File: src/rtl/button_event_counter_pkg.sv
// Shared definitions for debounced push-button / switch inputs on the 100 MHz board clock.
package button_event_counter_pkg;

  typedef enum logic [1:0] {
    IDLE         = 2'd0,
    PRESS_WAIT   = 2'd1,
    HELD         = 2'd2,
    RELEASE_WAIT = 2'd3
  } btn_state_t;

  // 10 ms debounce, 0.5 s initial repeat delay, 0.1 s repeat period at 100 MHz.
  localparam int DEFAULT_DEBOUNCE_CYCLES = 1000000;
  localparam int DEFAULT_REPEAT_DELAY    = 50000000;
  localparam int DEFAULT_REPEAT_PERIOD   = 10000000;

  function automatic int max3(input int a, input int b, input int c);
    int m;
    m = (a > b) ? a : b;
    return (m > c) ? m : c;
  endfunction

endpackage

File: src/rtl/button_event_counter_sync_2ff.sv
// Generic 1-bit two-flop synchroniser for asynchronous board inputs (buttons, switches).
module sync_2ff (
  input  logic clk,
  input  logic reset,
  input  logic d,
  output logic q
);

  logic meta_reg;
  logic q_reg;

  always_ff @(posedge clk) begin
    if (reset) begin
      meta_reg <= 1'b0;
      q_reg    <= 1'b0;
    end else begin
      meta_reg <= d;
      q_reg    <= meta_reg;
    end
  end

  assign q = q_reg;

endmodule

File: src/rtl/button_event_counter.sv
// Debounced push-button with one-cycle press strobe and wrapping event counter.
// Define BUTTON_EVENT_COUNTER_AUTO_REPEAT_EN to emit repeat strobes while the button is held.
module button_event_counter
  import button_event_counter_pkg::*;
#(
  parameter int DEBOUNCE_CYCLES = DEFAULT_DEBOUNCE_CYCLES,
  parameter int COUNT_W         = 16,
  parameter int REPEAT_DELAY    = DEFAULT_REPEAT_DELAY,
  parameter int REPEAT_PERIOD   = DEFAULT_REPEAT_PERIOD
) (
  input  logic               clk,
  input  logic               reset,
  input  logic               btn_in,
  input  logic               enable,
  output logic               btn_level,
  output logic               press_pulse,
  output logic [COUNT_W-1:0] count
);

  localparam int TIMER_W = $clog2(max3(DEBOUNCE_CYCLES, REPEAT_DELAY, REPEAT_PERIOD)) + 1;
  localparam logic [TIMER_W-1:0] DB_LAST = TIMER_W'(DEBOUNCE_CYCLES - 1);

  logic               s;
  btn_state_t         state_reg, state_next;
  logic [TIMER_W-1:0] timer_reg, timer_next;
  logic               press_pulse_reg, press_pulse_next;
  logic [COUNT_W-1:0] count_reg, count_next;
  logic               repeat_fire;

  sync_2ff u_sync (
    .clk   (clk),
    .reset (reset),
    .d     (btn_in),
    .q     (s)
  );

`ifdef BUTTON_EVENT_COUNTER_AUTO_REPEAT_EN
  localparam logic [TIMER_W-1:0] REP_DELAY_LAST  = TIMER_W'(REPEAT_DELAY - 1);
  localparam logic [TIMER_W-1:0] REP_PERIOD_LAST = TIMER_W'(REPEAT_PERIOD - 1);

  logic [TIMER_W-1:0] rep_timer_reg;
  logic               repeating_reg;

  // Only fire while staying in HELD; the first repeat waits the longer delay.
  always_comb begin
    repeat_fire = 1'b0;
    if (state_reg == HELD && state_next == HELD) begin
      if (repeating_reg)
        repeat_fire = (rep_timer_reg == REP_PERIOD_LAST);
      else
        repeat_fire = (rep_timer_reg == REP_DELAY_LAST);
    end
  end

  // Held outside HELD at zero, so every entry into HELD restarts the delay.
  always_ff @(posedge clk) begin
    if (reset || state_reg != HELD) begin
      rep_timer_reg <= '0;
      repeating_reg <= 1'b0;
    end else if (repeat_fire) begin
      rep_timer_reg <= '0;
      repeating_reg <= 1'b1;
    end else begin
      rep_timer_reg <= rep_timer_reg + 1'b1;
    end
  end
`else
  assign repeat_fire = 1'b0;
`endif

  always_comb begin
    state_next = state_reg;
    timer_next = timer_reg;
    case (state_reg)
      IDLE: begin
        if (s) state_next = PRESS_WAIT;
      end
      PRESS_WAIT: begin
        if (!s)                    state_next = IDLE;
        else if (timer_reg == DB_LAST) state_next = HELD;
        else                       timer_next = timer_reg + 1'b1;
      end
      HELD: begin
        if (!s) state_next = RELEASE_WAIT;
      end
      RELEASE_WAIT: begin
        if (s)                     state_next = HELD;
        else if (timer_reg == DB_LAST) state_next = IDLE;
        else                       timer_next = timer_reg + 1'b1;
      end
      default: state_next = IDLE;
    endcase
    if (state_next != state_reg) timer_next = '0;

    // Bouncing back from RELEASE_WAIT into HELD is not a new press.
    press_pulse_next = (state_reg == PRESS_WAIT && state_next == HELD) || repeat_fire;
    count_next       = count_reg + COUNT_W'(press_pulse_reg && enable);
  end

  always_ff @(posedge clk) begin
    if (reset) begin
      state_reg       <= IDLE;
      timer_reg       <= '0;
      press_pulse_reg <= 1'b0;
      count_reg       <= '0;
    end else begin
      state_reg       <= state_next;
      timer_reg       <= timer_next;
      press_pulse_reg <= press_pulse_next;
      count_reg       <= count_next;
    end
  end

  assign btn_level   = (state_reg == HELD) || (state_reg == RELEASE_WAIT);
  assign press_pulse = press_pulse_reg;
  assign count       = count_reg;

endmodule

File: config.mk
export PLATFORM = sky130hd
export DESIGN_NAME = button_event_counter
export DESIGN_NICKNAME = d
export VERILOG_FILES = /design/src/rtl/button_event_counter_pkg.sv /design/src/rtl/button_event_counter_sync_2ff.sv /design/src/rtl/button_event_counter.sv
export SDC_FILE = /design/constraint.sdc
export NUM_CORES = 1
export LEC_CHECK = 0
export ABC_CLOCK_PERIOD_IN_PS = 2700
export BUFFER_PORTS_ARGS = -buffer_cell sky130_fd_sc_hd__buf_2
export CAP_MARGIN = 30
export CORE_MARGIN = 2
export CORE_UTILIZATION = 54
export DETAILED_ROUTE_END_ITERATION = 16
export PLACE_DENSITY_LB_ADDON = 0.12
export RECOVER_POWER = 25
export SLEW_MARGIN = 20
export SYNTH_ARGS = -nofsm -noshare
export SYNTH_HDL_FRONTEND = slang
export SYNTH_HIERARCHICAL = 1
export SYNTH_SLANG_ARGS = --single-unit
export TNS_END_PERCENT = 50
File: constraint.sdc
create_clock -name clk -period 2.7 [get_ports clk]
set_input_delay 0.405 -clock clk [delete_from_list [all_inputs] [get_ports clk]]
set_output_delay 0.405 -clock clk [all_outputs]
set_load 0.02 [all_outputs]
==> results.py <==
metrics = {
    "status": {
        "status": "finished, final reports clean",
    },
    "sta": {
        "setup_viol": 0,
        "tns_ns": 0,
        "final_max_slew_viol_count": 0,
        "post-route-period-util_pct": 88.8,
        "layout_setup_ws_ns": 0.303,
        "min_period_ns": 2.40,
        "slew_headroom_pct": 33.7,
        "finalHoldViolCount": 0,
        "rsz0062_at_grt": "no",
        "max_freq_ghz": 0.417,
        "worst_slew_pin_slew_ns": 0.994,
        "fin_skew_ns": 0.00335,
    },
    "clock_tree": {
        "clk_pin_slew_ns": 0.08,
        "cts.htree.levels": 2,
        "clock-sinks": 48,
        "cts_root_buffer": "clkbuf_8",
        "cts_buffer_depth": 2,
        "worstSkewPairLatency_ns": 0.29,
        "cts_inserted_buffers": 5,
        "ctsResizeCount": 0,
        "hold_buffers": 0,
        "cts_tree": "built",
        "cts_setup_buffers": 0,
    },
    "layout": {
        "multi_input_area_um2": 1160,
        "drive_gt1_share_pct": 11.0,
        "fin_nets": 280,
        "areaGrowthSynthToFinish_pct": 10.3,
        "largest_register_ffs": 27,
        "diodes": 0,
        "regArea_um2": 961,
        "nFillCells": 375,
        "finish.utilization_pct": 61.1,
    },
    "global_routing": {
        "antenna_found_initial": 0,
        "overflow": 0,
        "first_global_vias": 1558,
        "grt_pass1_wl_um": 6760,
        "grt_usage_pct": 19.5,
        "grt_max_degree": 27,
    },
    "min_path": {
        "worstHoldPathType": "input pin to flop",
        "hold_depth": 2,
    },
    "power_and_ir_drop": {
        "vdd_drop_max_uv": 289,
        "p_sw_w": 0.000246,
        "p_per_area_nw_per_um2": 472,
        "p_leak_nw": 0.864,
        "switching_share_pct": 21.6,
        "p_total_w": 0.00114,
        "power_frac_clock_pct": 35.4,
        "p_comb_share_pct": 2.1,
        "internal_power_w": 0.000891,
        "pwr-share-seq_pct": 62.5,
    },
    "yosys": {
        "synthesis.area_um2": 2180,
        "synth_most_common_cell": "dfxtp_1",
        "yosys-top-cells-area": "dfxtp_1 (44%), xor2_1 (7.6%), nor2_1 (6.4%)",
        "netlist_top_cells_count": "dfxtp_1 (48), nor2_1 (37), nand2_1 (21), xor2_1 (19), nand3_1 (15)",
        "ys_types": 35,
        "ys_warn_count": 6,
        "synth_cells": 247,
        "yosys.area.top_type": "dfxtp_1",
        "syn-num-nets": 254,
        "synth.top_cell.area_share_pct": 44.0,
        "ys_seq_elements": 48,
        "yosysSeqAreaShare_pct": 44.0,
        "async_flop_share_pct": 0,
        "avgSynthCellArea_um2": 8.84,
        "synth_edf_count": 0,
        "synthFlopType": "dfxtp_1",
    },
    "floorplan": {
        "start_util_pct": 55.4,
        "rows": 23,
        "num_io_pins": 22,
        "fp.dieH_um": 67.6,
        "core_um2": 3940,
        "die_area_um2": 4570,
        "die_w_um": 67.6,
    },
    "route": {
        "avgViaCountPerCell": 5.33,
        "wl_per_cell_um": 12.3,
        "routed_wl_um": 3980,
        "first_pass_iters": 4,
        "drc_errors": 0,
        "via_count": 1721,
        "ant_nets": 0,
        "drt_first_iter_violations": 49,
    },
    "placement": {
        "port-buffer-count": 21,
        "pre_cts_slack_ns": 0.327,
        "gp_congestion": 0.798,
        "post-dp-hpwl_um": 2840,
    },
    "worst_setup_path": {
        "crit_arrival_ns": 2.54,
        "worst-setup-path-type": "flop to flop",
        "crit_fanout": 11,
        "start_kind": "flop",
        "crit_chain": "or4_1 -> or4_4 -> o21bai_4 -> buf_4 -> mux2i_1 -> nor4b_2",
        "required_ns": 2.85,
        "critPathSlowestCell": "or4_4",
        "critical_path_cell_count": 6,
        "end_kind": "flop",
        "cpPeakStageDelay_ns": 0.57,
        "r2r_cells": 6,
        "path_buf_inv": 1,
        "path_delay_family": "simple AND/OR/NAND/NOR gates",
    },
    "run": {
        "maxCapViolCount": 0,
    },
}
## power by group through the flow
stage	Sequential, W	Clock (W)	Combinational [W]
4_1_cts	0.000710	0.000419	0.0000245
3_5_place_dp	0.000727	0	0.0000244
6_report	0.000710	0.000403	0.0000239
2_1_floorplan	0.000727	0	0.0000219
5_1_grt	0.000711	0.000442	0.0000263
3_3_place_gp	0.000727	0	0.0000244
## path summary, 6_finish.rpt
check | from | end | slack, ns
max | timer_reg[20]$_SDFFE_PP0P_ | timer_reg[2]$_SDFFE_PP0P_ | 0.30
min | btn_in | u_sync/meta_reg$_SDFF_PP0_ | 0.32
max reg2reg | timer_reg[20]$_SDFFE_PP0P_ | timer_reg[2]$_SDFFE_PP0P_ | 0.30
min reg2reg | u_sync/meta_reg$_SDFF_PP0_ | u_sync/q$_SDFF_PP0_ | 0.45
## kinds of logic after synthesis
family          share of synthesized area [%]
compound gates                           6.13
xor+xnor                                 12.0
fa+ha+maj                                1.72
buf+inv                                  2.92
flops                                    44.0
mux                                      1.37
simple gates                             31.8
## routing by layer
layer  global-route usage [%]  vias to the layer above  part of all wire, %
li1                         -                      908                    -
met1                     24.6                      780                   50
met2                     32.2                       27                   45
met3                     5.17                        6                  3.6
met4                     6.12                        0                  1.3
met5                        0                        -                    0
## cell usage in the layout, fill, tap and decap left out, types with 3 or more instances in the layout
cell type  count
dfxtp_1       48
nor2_1        37
nand2_1       21
xor2_1        19
nand3_1       15
nand4_1       12
xnor2_1       11
a21oi_1       11
buf_2         11
clkbuf_1      10
o21ai_0        9
or3_1          9
nor3_1         6
and3_1         5
clkbuf_8       5
buf_4          5
inv_1          4
nor2b_1        4
and4_1         3
mux2i_1        3
ha_1           3
## through the flow
stage                     std cells  instance area, µm²  hold WS (ns)
final                           323                2410         0.320
after detailed placement        316                2340         0.429
after CTS                       323                2420         0.310
after global routing            323                2410         0.306
after global placement          316                2340         0.422
after floorplan                 247                2180         0.414
## final cells by class
cell class / count / share of cell area (%)
clock buffers: 5 / 2.86
clock inverters: 2 / 0.519
inverters: 4 / 0.623
multi-input cells: 188 / 48.1
flip-flops and latches: 48 / 39.9
well taps: 50 / 2.60
repair buffers: 26 / 5.40
Note: power is estimated with default switching activity, not from simulation.
